==> src/rtl/char_pixel_renderer_if.sv <==
// Signal bundle between the character-row buffer, the scan generator and
// the pixel renderer. The master drives the char/scan side and observes the
// pixel/sync outputs; the slave is the renderer itself.
interface char_pixel_renderer_if;
    logic [5:0] char_code;
    logic [9:0] xcoor;
    logic [8:0] ycoor;
    logic       active;
    logic       hsync_in;
    logic       vsync_in;
    logic [6:0] cursor_col;
    logic [5:0] rgb;
    logic       hsync_out;
    logic       vsync_out;

    modport master (
        output char_code, xcoor, ycoor, active, hsync_in, vsync_in, cursor_col,
        input  rgb, hsync_out, vsync_out
    );

    modport slave (
        input  char_code, xcoor, ycoor, active, hsync_in, vsync_in, cursor_col,
        output rgb, hsync_out, vsync_out
    );
endinterface

==> src/rtl/char_pixel_renderer.sv <==
// char_pixel_renderer: turns the 6-bit char code stream of one text row into
// RGB222 pixels using an 8x10 glyph ROM ('0'..'9', 'A'..'Z').
// Scan coordinates and syncs are delayed CHAR_LAT clocks to meet the char
// code, then pass through stage A (decode) and stage B (glyph lookup and
// pixel select), so rgb/hsync_out/vsync_out trail the scan by CHAR_LAT+2.
// Optional feature macro: CURSOR_EN adds a blinking underline cursor driven
// by a 5-bit frame counter clocked on vsync_in falling edges.
module char_pixel_renderer #(
    parameter int         CHAR_LAT = 2,
    parameter int         Y_START  = 100,
    parameter logic [5:0] FG_COLOR = 6'b111111,
    parameter logic [5:0] BG_COLOR = 6'b000000
) (
    input  logic                   clk,
    input  logic                   rst_n,
    char_pixel_renderer_if.slave   bus
);

    // One entry of the coordinate/sync delay line.
    typedef struct packed {
        logic [2:0] col;
`ifdef CURSOR_EN
        logic [6:0] xchar;
`endif
        logic [8:0] y;
        logic       act;
        logic       hs;
        logic       vs;
    } dl_t;

    // Glyph ROM: rows 1..8 of each glyph packed MSB-first (row 1 in [63:56]),
    // bit 7 of each row is the leftmost pixel. Rows 0 and 9 are empty except
    // the top bar of '0'.
    function automatic logic [7:0] glyph_row(input logic [5:0] code, input logic [8:0] row);
        logic [63:0] g;
        logic [7:0]  r;
        case (code)
            6'd0:    g = 64'h666E76666666663C;
            6'd1:    g = 64'h183818181818187E;
            6'd2:    g = 64'h3C66060C1830607E;
            6'd3:    g = 64'h3C66061C0606663C;
            6'd4:    g = 64'h0C1C2C4C7E0C0C0C;
            6'd5:    g = 64'h7E607C060606663C;
            6'd6:    g = 64'h3C60607C6666663C;
            6'd7:    g = 64'h7E060C1830303030;
            6'd8:    g = 64'h3C66663C6666663C;
            6'd9:    g = 64'h3C66663E06060C38;
            6'd10:   g = 64'h183C66667E666666;
            6'd11:   g = 64'h7C66667C6666667C;
            6'd12:   g = 64'h3C6660606060663C;
            6'd13:   g = 64'h786C666666666C78;
            6'd14:   g = 64'h7E60607C6060607E;
            6'd15:   g = 64'h7E60607C60606060;
            6'd16:   g = 64'h3C66606E6666663C;
            6'd17:   g = 64'h6666667E66666666;
            6'd18:   g = 64'h3C1818181818183C;
            6'd19:   g = 64'h1E0C0C0C0C6C6C38;
            6'd20:   g = 64'h666C7870786C6666;
            6'd21:   g = 64'h606060606060607E;
            6'd22:   g = 64'h63777F6B63636363;
            6'd23:   g = 64'h66767E7E6E666666;
            6'd24:   g = 64'h3C6666666666663C;
            6'd25:   g = 64'h7C66667C60606060;
            6'd26:   g = 64'h3C666666666E3C0E;
            6'd27:   g = 64'h7C66667C786C6666;
            6'd28:   g = 64'h3C66603C0606663C;
            6'd29:   g = 64'h7E18181818181818;
            6'd30:   g = 64'h666666666666663C;
            6'd31:   g = 64'h6666666666663C18;
            6'd32:   g = 64'h6363636B7F776363;
            6'd33:   g = 64'h66663C183C666666;
            6'd34:   g = 64'h6666663C18181818;
            6'd35:   g = 64'h7E060C183060607E;
            default: g = 64'h0000000000000000;
        endcase
        case (row)
            9'd0:    r = (code == 6'd0) ? 8'h3C : 8'h00;
            9'd1:    r = g[63:56];
            9'd2:    r = g[55:48];
            9'd3:    r = g[47:40];
            9'd4:    r = g[39:32];
            9'd5:    r = g[31:24];
            9'd6:    r = g[23:16];
            9'd7:    r = g[15:8];
            9'd8:    r = g[7:0];
            default: r = 8'h00;
        endcase
        return r;
    endfunction

    dl_t        dl_q [CHAR_LAT];
    dl_t        dl_d [CHAR_LAT];
    dl_t        dl_tail;

    // Stage A
    logic [5:0] code_q,  code_d;
    logic [2:0] col_q,   col_d;
    logic [8:0] grow_q,  grow_d;
    logic       act_q,   act_d;
    logic       hs_a_q,  hs_a_d;
    logic       vs_a_q,  vs_a_d;

    // Stage B (output registers)
    logic [5:0] rgb_q,       rgb_d;
    logic       hsync_out_q, hsync_out_d;
    logic       vsync_out_q, vsync_out_d;

    logic [7:0] row_bits;
    logic       pixel;

`ifdef CURSOR_EN
    logic [6:0] xchar_q,  xchar_d;
    logic       vs_prev_q, vs_prev_d;
    logic [4:0] blink_q,  blink_d;
    logic       cursor_hit;
`endif

    // Next-state logic for the delay line, both pipeline stages and the blink counter.
    always_comb begin
        dl_d = dl_q;
        dl_d[0].col = bus.xcoor[2:0];
`ifdef CURSOR_EN
        dl_d[0].xchar = bus.xcoor[9:3];
`endif
        dl_d[0].y   = bus.ycoor;
        dl_d[0].act = bus.active;
        dl_d[0].hs  = bus.hsync_in;
        dl_d[0].vs  = bus.vsync_in;
        for (int i = 1; i < CHAR_LAT; i++) begin
            dl_d[i] = dl_q[i-1];
        end
        dl_tail = dl_q[CHAR_LAT-1];

        // Stage A: the delay-line tail now matches char_code.
        code_d = bus.char_code;
        col_d  = dl_tail.col;
        // Lines above the row wrap to a large value and fall out of the window.
        grow_d = dl_tail.y - 9'(Y_START);
        act_d  = dl_tail.act;
        hs_a_d = dl_tail.hs;
        vs_a_d = dl_tail.vs;

        // Stage B: glyph lookup and pixel select folded into the output register.
        if ((grow_q <= 9'd9) && (code_q <= 6'd35)) begin
            row_bits = glyph_row(code_q, grow_q);
        end else begin
            row_bits = 8'h00;
        end
        pixel = row_bits[3'd7 - col_q];

`ifdef CURSOR_EN
        xchar_d   = dl_tail.xchar;
        vs_prev_d = bus.vsync_in;
        if (vs_prev_q && !bus.vsync_in) begin
            blink_d = blink_q + 5'd1;
        end else begin
            blink_d = blink_q;
        end
        // Underline on the last glyph row; columns beyond 69 are off-screen text.
        cursor_hit = blink_q[4] && (bus.cursor_col <= 7'd69) &&
                     (xchar_q == bus.cursor_col) && (grow_q == 9'd9);
        if (cursor_hit) begin
            pixel = 1'b1;
        end else begin
            pixel = pixel;
        end
`endif

        if (!act_q) begin
            rgb_d = 6'd0;
        end else if (pixel) begin
            rgb_d = FG_COLOR;
        end else begin
            rgb_d = BG_COLOR;
        end
        hsync_out_d = hs_a_q;
        vsync_out_d = vs_a_q;
    end

    // State registers; syncs idle high, everything else clears on reset.
    always_ff @(posedge clk or negedge rst_n) begin
        if (!rst_n) begin
            for (int i = 0; i < CHAR_LAT; i++) begin
                dl_q[i]    <= '0;
                dl_q[i].hs <= 1'b1;
                dl_q[i].vs <= 1'b1;
            end
            code_q      <= 6'd0;
            col_q       <= 3'd0;
            grow_q      <= 9'd0;
            act_q       <= 1'b0;
            hs_a_q      <= 1'b1;
            vs_a_q      <= 1'b1;
            rgb_q       <= 6'd0;
            hsync_out_q <= 1'b1;
            vsync_out_q <= 1'b1;
`ifdef CURSOR_EN
            xchar_q     <= 7'd0;
            vs_prev_q   <= 1'b1;
            blink_q     <= 5'd0;
`endif
        end else begin
            dl_q        <= dl_d;
            code_q      <= code_d;
            col_q       <= col_d;
            grow_q      <= grow_d;
            act_q       <= act_d;
            hs_a_q      <= hs_a_d;
            vs_a_q      <= vs_a_d;
            rgb_q       <= rgb_d;
            hsync_out_q <= hsync_out_d;
            vsync_out_q <= vsync_out_d;
`ifdef CURSOR_EN
            xchar_q     <= xchar_d;
            vs_prev_q   <= vs_prev_d;
            blink_q     <= blink_d;
`endif
        end
    end

    assign bus.rgb       = rgb_q;
    assign bus.hsync_out = hsync_out_q;
    assign bus.vsync_out = vsync_out_q;

endmodule

==> src/flat_wrapper.sv <==
// flat-port wrapper written by rule: the top's interface ports become plain ports
module char_pixel_renderer_flat 
#(
    parameter int         CHAR_LAT = 2,
    parameter int         Y_START  = 100,
    parameter logic [5:0] FG_COLOR = 6'b111111,
    parameter logic [5:0] BG_COLOR = 6'b000000
)
  (clk, rst_n, bus_char_code, bus_xcoor, bus_ycoor, bus_active, bus_hsync_in, bus_vsync_in, bus_cursor_col, bus_rgb, bus_hsync_out, bus_vsync_out);
  char_pixel_renderer_if bus_i ();
  input  logic clk;
  input  logic rst_n;
  input wire logic [$bits(bus_i.char_code)-1:0] bus_char_code;
  input wire logic [$bits(bus_i.xcoor)-1:0] bus_xcoor;
  input wire logic [$bits(bus_i.ycoor)-1:0] bus_ycoor;
  input wire logic [$bits(bus_i.active)-1:0] bus_active;
  input wire logic [$bits(bus_i.hsync_in)-1:0] bus_hsync_in;
  input wire logic [$bits(bus_i.vsync_in)-1:0] bus_vsync_in;
  input wire logic [$bits(bus_i.cursor_col)-1:0] bus_cursor_col;
  output wire logic [$bits(bus_i.rgb)-1:0] bus_rgb;
  output wire logic [$bits(bus_i.hsync_out)-1:0] bus_hsync_out;
  output wire logic [$bits(bus_i.vsync_out)-1:0] bus_vsync_out;
  assign bus_i.char_code = bus_char_code;
  assign bus_i.xcoor = bus_xcoor;
  assign bus_i.ycoor = bus_ycoor;
  assign bus_i.active = bus_active;
  assign bus_i.hsync_in = bus_hsync_in;
  assign bus_i.vsync_in = bus_vsync_in;
  assign bus_i.cursor_col = bus_cursor_col;
  assign bus_rgb = bus_i.rgb;
  assign bus_hsync_out = bus_i.hsync_out;
  assign bus_vsync_out = bus_i.vsync_out;
  char_pixel_renderer #(.CHAR_LAT(CHAR_LAT), .Y_START(Y_START), .FG_COLOR(FG_COLOR), .BG_COLOR(BG_COLOR)) u_core (.clk(clk), .rst_n(rst_n), .bus(bus_i));
endmodule
==> config.mk <==
export PLATFORM = sky130hd
export DESIGN_NAME = char_pixel_renderer_flat
export DESIGN_NICKNAME = d
export VERILOG_FILES = /design/src/rtl/char_pixel_renderer_if.sv /design/src/rtl/char_pixel_renderer.sv /design/src/flat_wrapper.sv
export SDC_FILE = /design/constraint.sdc
export NUM_CORES = 1
export LEC_CHECK = 0
export BUFFER_PORTS_ARGS = -buffer_cell sky130_fd_sc_hd__buf_2
export CORE_MARGIN = 2
export CORE_UTILIZATION = 41
export DETAILED_ROUTE_END_ITERATION = 6
export GPL_TIMING_DRIVEN = 0
export PLACE_DENSITY = 0.6
export SKIP_CTS_REPAIR_TIMING = 1
export SYNTH_ARGS = -nofsm -noshare
export SYNTH_HDL_FRONTEND = slang
export SYNTH_SLANG_ARGS = --single-unit
==> constraint.sdc <==
create_clock -name clk -period 3.87 [get_ports clk]
set_clock_uncertainty 0.05 [all_clocks]
set_input_delay 0.1935 -clock clk [delete_from_list [all_inputs] [get_ports clk]]
set_output_delay 0.1935 -clock clk [all_outputs]
set_load 0.1 [all_outputs]
==> impl_metrics.py, run 1 <==
metrics = {
    "critical_path": {
        "crit_path_max_fanout": 10,
        "critical_path_required_ns": 4.03,
        "critPathMaxStageDelay_ns": 0.49,
        "cp-start-kind": "flop",
        "crit_type": "reg -> reg",
        "cp_cell_sequence": "clkbuf_2 > inv_1 > ha_1 > nor2b_1 > o311ai_0 > a22o_1 > a2111oi_0 > nand4_1 > nand4_1 > o2bb2a_4",
        "crit_path_end_kind": "flop",
        "cpMostUsedCell": "nand4_1",
        "crit_slowest_cell": "dfrtp_1",
        "arrival_ns": 3.88,
    },
    "timing": {
        "finalCritPeriodShare_pct": 96.18,
        "fmax_mhz": 268.7,
        "hold_slack_ns": 0.04051,
        "finalCriticalPeriod_ns": 3.722,
        "setup_viol": 0,
        "hold_viol_final": 0,
        "relSlewSlack_pct": 25.39,
        "slew_violations": 0,
        "setup_tns_ns": 0,
        "worstMarginPinSlew_ns": 1.119,
        "rsz0062_at_grt": "no",
    },
    "min_path": {
        "worstHoldPathType": "in -> async",
    },
    "clocking": {
        "path_clk_slew_ns": 0.10,
        "htreeDepth": 2,
        "cts_tree": "built",
        "clockBufferDepth": 2,
        "clkSinkCount": 54,
        "numCtsBuffers": 5,
        "insertion_delay_ns": 0.31,
        "root_buffer": "clkbuf_8",
    },
    "pwr": {
        "p_sw_share_pct": 35.98,
        "leakage_nw": 1.921,
        "seqPwrFrac_pct": 46.2,
        "internal_power_mw": 0.8626,
        "peakVddDrop_mv": 0.2259,
        "p_per_area_nw_per_um2": 278.8,
        "netSwitchingPower_mw": 0.4848,
        "combPwrFrac_pct": 29.6,
        "clkPwrFrac_pct": 24.2,
        "total_power_mw": 1.347,
    },
    "floorplan": {
        "coreArea_um2": 9864,
        "initial_core_util_pct": 42.53,
        "fp.dieW_um": 105.2,
        "num_rows": 36,
        "die_h_um": 105.2,
        "die_area_um2": 11060,
        "io_pins": 45,
    },
    "yosys": {
        "synth_nets": 552,
        "yosys_warnings": 0,
        "ys_ff_latch": 54,
        "synthDistinctLibCells": 75,
        "async_reset_ff_share_pct": 100.0,
        "avgSynthCellArea_um2": 8.391,
        "syn_inst": 500,
        "synth_flop_cell": "dfrtp_1",
        "synth_edf_count": 0,
        "synth.cell_area_um2": 4195,
        "yosysSeqAreaShare_pct": 32.45,
    },
    "grt": {
        "antenna_found_initial": 0,
        "grt_overflow_total": 0,
        "grt_max_degree": 55,
        "grt.total_usage_pct": 31.78,
        "first_global_vias": 4410,
        "grt_pass1_wl_um": 26290,
    },
    "routing": {
        "firstDrtPassIters": 6,
        "drc_errors": 0,
        "wire_per_inst_um": 25.65,
        "viasPerCell": 6.789,
        "drt-initial-drc-count": 748,
        "totalWireLength_um": 17750,
        "ant_nets": 0,
        "vias": 4698,
    },
    "cells_and_area": {
        "final_util_pct": 48.99,
        "syn2layout_area_growth_pct": 15.18,
        "drive_above_1_share_pct": 16.67,
        "nets": 609,
        "fin_area_um2": 4832,
    },
    "place": {
        "dp_hpwl_um": 12820,
        "placed_cell_area_um2": 4512,
        "port_buffers": 30,
        "gp_congestion": 1.079,
    },
    "job": {
        "cap_violations": 0,
    },
    "run_status": {
        "status": "finished, final reports clean",
    },
}
[cells in the mapped netlist (all sizes together), types with 4 or more instances]
cell type | instances | area (um2)
inv | 13 | 48.80
nand3b | 8 | 60.06
a21oi | 48 | 240.2
a22o | 4 | 35.03
buf | 24 | 136.4
ha | 15 | 187.7
nor3 | 11 | 71.32
a211oi | 7 | 57.55
a221oi | 5 | 43.79
nand3 | 18 | 95.09
nand2b | 33 | 214.0
a211o | 4 | 35.03
dfstp | 8 | 210.2
nand2 | 37 | 138.9
nor2b | 10 | 62.56
o21ai | 41 | 205.2
dfrtp | 46 | 1151
clkbuf | 18 | 67.56
o211ai | 10 | 75.07
or3 | 7 | 58.80
and2 | 4 | 25.02
nand4 | 7 | 50.05
xor2 | 4 | 35.03
a31oi | 11 | 68.82
nor2 | 30 | 112.6
o22ai | 4 | 25.02
a21boi | 5 | 37.53
nor4b | 4 | 41.29
[worst max-delay path: cells and delay by family (launching register included)]
kind | cells | cell delay, ns
flip-flops | 1 | 0.49
AND/OR/NAND/NOR | 3 | 0.84
AO/OA/AOI/OAI | 4 | 1.21
adder cells (fa/ha/maj) | 1 | 0.49
buffers and inverters | 2 | 0.53
[metal layers]
metal	share of wire, %	global-route usage [%]
met5	0	0
met4	6.3	16.29
met3	14	9.669
met2	42	46.10
met1	38	42.50
[cell type report]
class / instances / area [um2]
fillers: 961 / 5032
multi-input cells: 391 / 2590
flip-flops and latches: 54 / 1361
repair buffers: 51 / 360.3
plain buffers: 41 / 205.2
well taps: 133 / 166.4
clock buffers: 5 / 68.82
inverters: 13 / 48.80
clock inverters: 3 / 28.78
diodes: 1 / 2.502
[final timing paths]
kind                                       startpoint                          end  slack (ns)  cells past startpoint
setup / recovery           u_core.code_q[0]$_DFF_PN0_  u_core.bus.rgb[4]$_DFF_PN0_        0.15                     10
hold / removal                                  rst_n     u_core.dl_q[6]$_DFF_PN0_        0.04                      1
setup reg to reg           u_core.code_q[0]$_DFF_PN0_  u_core.bus.rgb[4]$_DFF_PN0_        0.15                     10
hold reg to reg              u_core.dl_q[4]$_DFF_PN0_   u_core.grow_q[1]$_DFF_PN0_        0.31                      0
max in group asynchronous                       rst_n   u_core.grow_q[1]$_DFF_PN0_        3.05                      1
min in group clk             u_core.dl_q[4]$_DFF_PN0_   u_core.grow_q[1]$_DFF_PN0_        0.31                      0
[cell usage in the layout (no fill, tap or decap), types with 6 or more instances in the layout]
master / instances
a21oi_1: 47
dfrtp_1: 46
buf_2: 43
nand2_1: 37
o21ai_0: 34
nand2b_1: 32
nor2_1: 30
dlygate4sd3_1: 21
nand3_1: 17
ha_1: 14
clkbuf_1: 13
inv_1: 11
a31oi_1: 11
o211ai_1: 10
nor3_1: 9
nor2b_1: 9
nand3b_1: 8
buf_4: 8
dfstp_2: 8
o21ai_1: 7
nand4_1: 6
a211oi_1: 6
[flip-flops by register name (all words and copies together), names as in the netlist]
signal / count
u_core.code_q: 6
u_core.hs_a_q: 1
u_core.act_d: 1
u_core.bus.vsync_out: 1
u_core.bus.rgb: 1
u_core.hs_a_d: 1
u_core.col_d: 3
u_core.bus.hsync_out: 1
u_core.vs_a_q: 1
u_core.col_q: 3
u_core.grow_q: 9
u_core.vs_a_d: 1
u_core.dl_d: 15
u_core.act_q: 1
u_core.dl_q: 9
[power by group through the flow]
stage	clock network, mW	logic (mW)	registers [mW]
2_1_floorplan	0	0.225	0.638
3_3_place_gp	0	0.368	0.632
3_5_place_dp	0	0.358	0.634
4_1_cts	0.335	0.360	0.623
5_1_grt	0.361	0.415	0.628
6_report	0.326	0.399	0.623
[through the flow]
step / std cells / setup slack (ns)
floorplan: 500 / 0.9832
global placement: 663 / -0.1111
detailed placement: 663 / -0.02721
CTS: 671 / -0.04530
global route: 691 / 0.05265
finish: 692 / 0.1477
[cells by family after synthesis]
group / count (synthesis) / share of synthesized area [%]
flip-flops: 54 / 32.45
buffers and inverters: 55 / 6.024
XOR/XNOR: 7 / 1.461
adder cells (fa/ha/maj): 15 / 4.474
AO/OA/AOI/OAI: 181 / 28.57
AND/OR/NAND/NOR: 184 / 25.77
multiplexers: 4 / 1.253
No activity file was read; power rests on OpenSTA's default activity.
==> inputs of run 2 (changes only) <==
--- a/config.mk
+++ b/config.mk
@@ -9,8 +9,9 @@
 export CORE_MARGIN = 2
 export CORE_UTILIZATION = 41
 export DETAILED_ROUTE_END_ITERATION = 6
-export GPL_TIMING_DRIVEN = 0
+export GPL_TIMING_DRIVEN = 1
 export PLACE_DENSITY = 0.6
+export RECOVER_POWER = 50
 export SKIP_CTS_REPAIR_TIMING = 1
 export SYNTH_ARGS = -nofsm -noshare
 export SYNTH_HDL_FRONTEND = slang
==> run 2 against run 1 <==
Compared with the run above: the flow now finishes with violations (capacitance limit, slew limit); sequential power up 0.8%; critical path type unchanged; die area unchanged; critical path depth did not move; first-iteration DRC count is 38% lower.
==> impl_metrics.py, run 2 (synthesized netlist as in run 1, its figures left out) <==
metrics = {
    "run_status": {
        "status": "finished, violations left",
        "violations": "capacitance limit, slew limit",
    },
    "routing": {
        "drc_errors": 0,
        "totalWireLength_um": 14530,
        "wire_per_inst_um": 21.59,
        "firstDrtPassIters": 6,
        "vias": 4280,
        "drt-initial-drc-count": 463,
        "ant_nets": 0,
        "viasPerCell": 6.360,
    },
    "grt": {
        "antenna_found_initial": 0,
        "first_global_vias": 4045,
        "grt.total_usage_pct": 26.47,
        "grt_pass1_wl_um": 22520,
        "grt_max_degree": 55,
        "grt_overflow_total": 0,
    },
    "critical_path": {
        "arrival_ns": 3.52,
        "crit_path_max_fanout": 7,
        "crit_slowest_cell": "dfrtp_1",
        "critPathMaxStageDelay_ns": 0.57,
        "crit_path_end_kind": "flop",
        "cp-start-kind": "flop",
        "cp_cell_sequence": "inv_1 > ha_1 > xnor2_1 > o22ai_1 > a211o_1 > a22oi_1 > a21oi_1 > nor4_2 > nor4_4 > o2bb2a_4",
        "critical_path_required_ns": 4.02,
        "crit_type": "reg -> reg",
    },
    "clocking": {
        "root_buffer": "clkbuf_8",
        "insertion_delay_ns": 0.31,
        "cts_tree": "built",
        "numCtsBuffers": 5,
        "clkSinkCount": 54,
        "htreeDepth": 2,
        "clockBufferDepth": 2,
        "path_clk_slew_ns": 0.09,
    },
    "place": {
        "port_buffers": 30,
        "dp_hpwl_um": 10790,
        "gp_congestion": 0.9961,
    },
    "cells_and_area": {
        "syn2layout_area_growth_pct": 14.91,
        "diodes": 0,
        "nets": 591,
        "final_util_pct": 48.87,
        "layout_common_cells": "a21oi_1, dfrtp_1, nand2_1",
        "final_common_cell": "a21oi_1",
        "drive_above_1_share_pct": 16.30,
        "largest_reg_flops": 15,
    },
    "pwr": {
        "p_per_area_nw_per_um2": 282.8,
        "peakVddDrop_mv": 0.3455,
        "leakage_nw": 1.913,
    },
    "timing": {
        "setup_viol": 0,
        "fmax_mhz": 296.6,
        "slew_violations": 55,
        "finalCritPeriodShare_pct": 87.11,
        "hold_viol_final": 0,
        "rsz0062_at_grt": "no",
        "worstMarginPinSlew_ns": 2.637,
        "relSlewSlack_pct": -75.83,
        "finalCriticalPeriod_ns": 3.371,
        "setup_tns_ns": 0,
    },
    "floorplan": {
        "initial_core_util_pct": 42.53,
        "coreArea_um2": 9864,
        "die_h_um": 105.2,
        "io_pins": 45,
        "die_area_um2": 11060,
        "fp.dieW_um": 105.2,
        "num_rows": 36,
    },
    "min_path": {
        "worstHoldPathType": "reg -> reg",
    },
    "job": {
        "cap_violations": 1,
    },
}
run 2: cell types whose count changed in the layout (fill, tap and decap cells not counted), moves of 3 or more:
cell | before | now
buf_2 | 43 | 29
buf_4 | 8 | 22
clkbuf_2 | 4 | 0
clkbuf_1 | 13 | 1
buf_1 | 3 | 0
run 2: layer usage:
| metal | part of all wire, % | track usage [%] | wire [um] |
|---|---|---|---|
| met2 | 44 | 39.61 | 6355 |
| met3 | 11 | 6.800 | 1671 |
| met1 | 40 | 35.59 | 5808 |
| met5 | 0 | 0 | 0 |
| met4 | 4.8 | 12.48 | 696 |
run 2: critical path, delay by kind of cell, from the launching register on:
kind / cells / cell delay [ns]
simple gates: 2 / 0.64
compound gates: 5 / 1.07
fa+ha+maj: 1 / 0.41
flops: 1 / 0.57
xor+xnor: 1 / 0.33
buf+inv: 1 / 0.20
run 2: per-stage QoR:
step / area (um2) / hold WS [ns] / setup WS, ns / instances / power [mW]
finish: 4821 / 0.3058 / 0.4988 / 673 / 1.363
detailed placement: 4494 / 0.2499 / 0.6643 / 644 / 0.9725
floorplan: 4195 / -0.1521 / 0.9832 / 500 / 0.8631
global route: 4821 / 0.3148 / 0.4620 / 673 / 1.434
global placement: 4494 / 0.2483 / 0.6934 / 644 / 0.9743
CTS: 4612 / -0.09501 / 0.6379 / 652 / 1.354
run 2: final timing paths:
path	start	endpoint	slack, ns	cells after the start
min in group asynchronous	rst_n	u_core.dl_d[5]$_DFF_PN0_	0.65	1
worst min-delay path	u_core.dl_d[9]$_DFF_PN0_	u_core.dl_q[9]$_DFF_PN0_	0.31	0
worst max register to register	u_core.code_q[0]$_DFF_PN0_	u_core.bus.rgb[4]$_DFF_PN0_	0.50	10
worst max-delay path	u_core.code_q[0]$_DFF_PN0_	u_core.bus.rgb[4]$_DFF_PN0_	0.50	10
worst min register to register	u_core.dl_d[9]$_DFF_PN0_	u_core.dl_q[9]$_DFF_PN0_	0.31	0
max in group asynchronous	rst_n	u_core.code_q[3]$_DFF_PN0_	1.43	1
run 2: layout make-up:
| type | count | area (um2) |
|---|---|---|
| inverter | 13 | 48.80 |
| tap | 133 | 166.4 |
| clock buffer | 5 | 68.82 |
| multi-input combinational | 391 | 2581 |
| timing repair buffer | 74 | 544.3 |
| sequential | 54 | 1363 |
| clock inverter | 3 | 48.80 |
| fill | 954 | 5044 |
run 2: report_power, final:
| group | switching [mW] | internal (mW) | leakage, nW | total [mW] |
|---|---|---|---|---|
| combinational | 0.231 | 0.130 | 1.24 | 0.361 |
| clock | 0.177 | 0.197 | 0.0563 | 0.374 |
| sequential | 0.0293 | 0.599 | 0.621 | 0.628 |
==> inputs of run 3 (changes only) <==
--- a/config.mk
+++ b/config.mk
@@ -7,10 +7,10 @@
 export LEC_CHECK = 0
 export BUFFER_PORTS_ARGS = -buffer_cell sky130_fd_sc_hd__buf_2
 export CORE_MARGIN = 2
-export CORE_UTILIZATION = 41
+export CORE_UTILIZATION = 31
 export DETAILED_ROUTE_END_ITERATION = 6
 export GPL_TIMING_DRIVEN = 1
-export PLACE_DENSITY = 0.6
+export PLACE_DENSITY = 0.51
 export RECOVER_POWER = 50
 export SKIP_CTS_REPAIR_TIMING = 1
 export SYNTH_ARGS = -nofsm -noshare
==> run 3 against run 2 <==
Compared with the run above: the run ends with DRC, capacitance limit, slew limit left; sequential power is 1% higher; critical path depth stayed put; non-clock buffer count is 2 higher; global-route usage is 6.3 points lower; utilization is 12 points lower; worst setup slack better by 0.056 ns; cell area is 1.9% higher; routed wire length is 0.50% lower; via count is 0.51% higher; count of clock-buffer cells in the layout stayed put; fmax is 1.7% higher; final cell count is 6.7% higher; critical path type unchanged; critical endpoint unchanged; largest cell class unchanged; largest power group unchanged.
==> impl_metrics.py, run 3 (synthesized netlist as in run 1, its figures left out) <==
metrics = {
    "routing": {
        "ant_nets": 0,
        "viasPerCell": 5.992,
        "firstDrtPassIters": 7,
        "drc_errors": 1,
        "wire_per_inst_um": 20.14,
        "totalWireLength_um": 14460,
        "drt-initial-drc-count": 570,
        "vias": 4302,
    },
    "pwr": {
        "clkPwrFrac_pct": 31.4,
        "seqPwrFrac_pct": 44.0,
        "netSwitchingPower_mw": 0.4645,
        "combPwrFrac_pct": 24.6,
        "total_power_mw": 1.441,
        "internal_power_mw": 0.9765,
        "p_sw_share_pct": 32.23,
        "leakage_nw": 1.936,
        "peakVddDrop_mv": 0.2124,
        "p_per_area_nw_per_um2": 293.4,
    },
    "grt": {
        "grt_pass1_wl_um": 22790,
        "grt_overflow_total": 0,
        "grt_max_degree": 55,
        "first_global_vias": 4074,
        "antenna_found_initial": 0,
        "grt.total_usage_pct": 20.20,
    },
    "place": {
        "dp_hpwl_um": 10510,
        "gp_congestion": 1.043,
        "port_buffers": 30,
        "numPlacedInstances": 689,
    },
    "critical_path": {
        "crit_path_max_fanout": 10,
        "arrival_ns": 3.45,
        "crit_path_end_kind": "flop",
        "critical_path_required_ns": 4.00,
        "cp_cell_sequence": "inv_1 > ha_1 > xnor2_1 > o22ai_1 > a211o_1 > a22oi_1 > a21oi_1 > nor4_2 > nor4_4 > o2bb2a_4",
        "critPathMaxStageDelay_ns": 0.55,
        "crit_slowest_cell": "dfrtp_1",
        "critPathBufInv": 1,
        "cp-start-kind": "flop",
        "crit_type": "reg -> reg",
        "crit_family": "compound AO/OA/AOI/OAI gates",
    },
    "timing": {
        "hold_slack_ns": 0.2980,
        "finalCritPeriodShare_pct": 85.67,
        "relSlewSlack_pct": -86.85,
        "worstMarginPinSlew_ns": 2.803,
        "rsz0062_at_grt": "no",
        "setup_tns_ns": 0,
        "finalCriticalPeriod_ns": 3.315,
        "hold_viol_final": 0,
        "slew_violations": 55,
        "setup_viol": 0,
        "fmax_mhz": 301.6,
    },
    "floorplan": {
        "io_pins": 45,
        "die_area_um2": 14480,
        "coreArea_um2": 13240,
        "num_rows": 42,
        "fp.dieW_um": 120.3,
        "die_h_um": 120.3,
        "initial_core_util_pct": 31.68,
    },
    "cells_and_area": {
        "drive_above_1_share_pct": 16.61,
        "regArea_um2": 1363,
        "diodes": 0,
        "final_common_cell": "a21oi_1",
        "final_util_pct": 37.08,
        "largest_reg_flops": 15,
        "syn2layout_area_growth_pct": 17.06,
        "final.fill_count": 1390,
        "nets": 593,
        "multi_input_area_um2": 2581,
        "layout_common_cells": "a21oi_1, dfrtp_1, nand2_1",
        "final_cell_count_no_fill": 718,
    },
    "clocking": {
        "insertion_delay_ns": 0.29,
        "htreeDepth": 2,
        "clockBufferDepth": 2,
        "clkSinkCount": 54,
        "path_clk_slew_ns": 0.07,
        "numCtsBuffers": 5,
        "root_buffer": "clkbuf_16",
        "cts_tree": "built",
    },
    "min_path": {
        "worstHoldPathType": "reg -> reg",
    },
    "job": {
        "cap_violations": 1,
    },
    "run_status": {
        "status": "finished, violations left",
        "violations": "DRC, capacitance limit, slew limit",
    },
}
run 3: per-layer routing:
layer / global-route usage, % / routed length [um] / up-vias
met5: 0 / 0 / -
met4: 9.084 / 658 / 0
met3: 3.538 / 1411 / 59
met2: 31.85 / 6482 / 265
met1: 27.10 / 5907 / 2050
li1: - / - / 1928
run 3: layout make-up:
cell class / count / area share [%]
sequential: 54 / 27.75
inverter: 13 / 0.9936
multi-input combinational: 391 / 52.56
timing repair buffer: 76 / 11.08
clock inverter: 3 / 0.5860
tap: 176 / 4.484
clock buffer: 5 / 2.548
run 3: metrics by stage:
stage               worst slack, ns  area (um2)
finish                       0.5546        4911
CTS                          0.6172        4705
global placement             0.6590        4551
detailed placement           0.6399        4551
global route                 0.3687        4911
floorplan                    0.9832        4195
run 3: path summary, 6_finish.rpt:
| kind | startpoint | end | slack (ns) | depth (start not counted) |
|---|---|---|---|---|
| setup / recovery | u_core.code_q[0]$_DFF_PN0_ | u_core.bus.rgb[4]$_DFF_PN0_ | 0.55 | 10 |
| hold / removal | u_core.act_d$_DFF_PN0_ | u_core.act_q$_DFF_PN0_ | 0.30 | 0 |
| setup reg to reg | u_core.code_q[0]$_DFF_PN0_ | u_core.bus.rgb[4]$_DFF_PN0_ | 0.55 | 10 |
| hold reg to reg | u_core.act_d$_DFF_PN0_ | u_core.act_q$_DFF_PN0_ | 0.30 | 0 |
| max in group asynchronous | rst_n | u_core.code_q[3]$_DFF_PN0_ | 1.14 | 2 |
| min in group asynchronous | rst_n | u_core.dl_d[3]$_DFF_PN0_ | 0.84 | 2 |
run 3: power groups by stage:
stage	clock, mW	sequential, mW	combinational, mW
floorplan	0	0.638	0.225
global placement	0	0.644	0.331
detailed placement	0	0.645	0.327
CTS	0.476	0.634	0.329
global route	0.494	0.640	0.380
finish	0.453	0.634	0.354
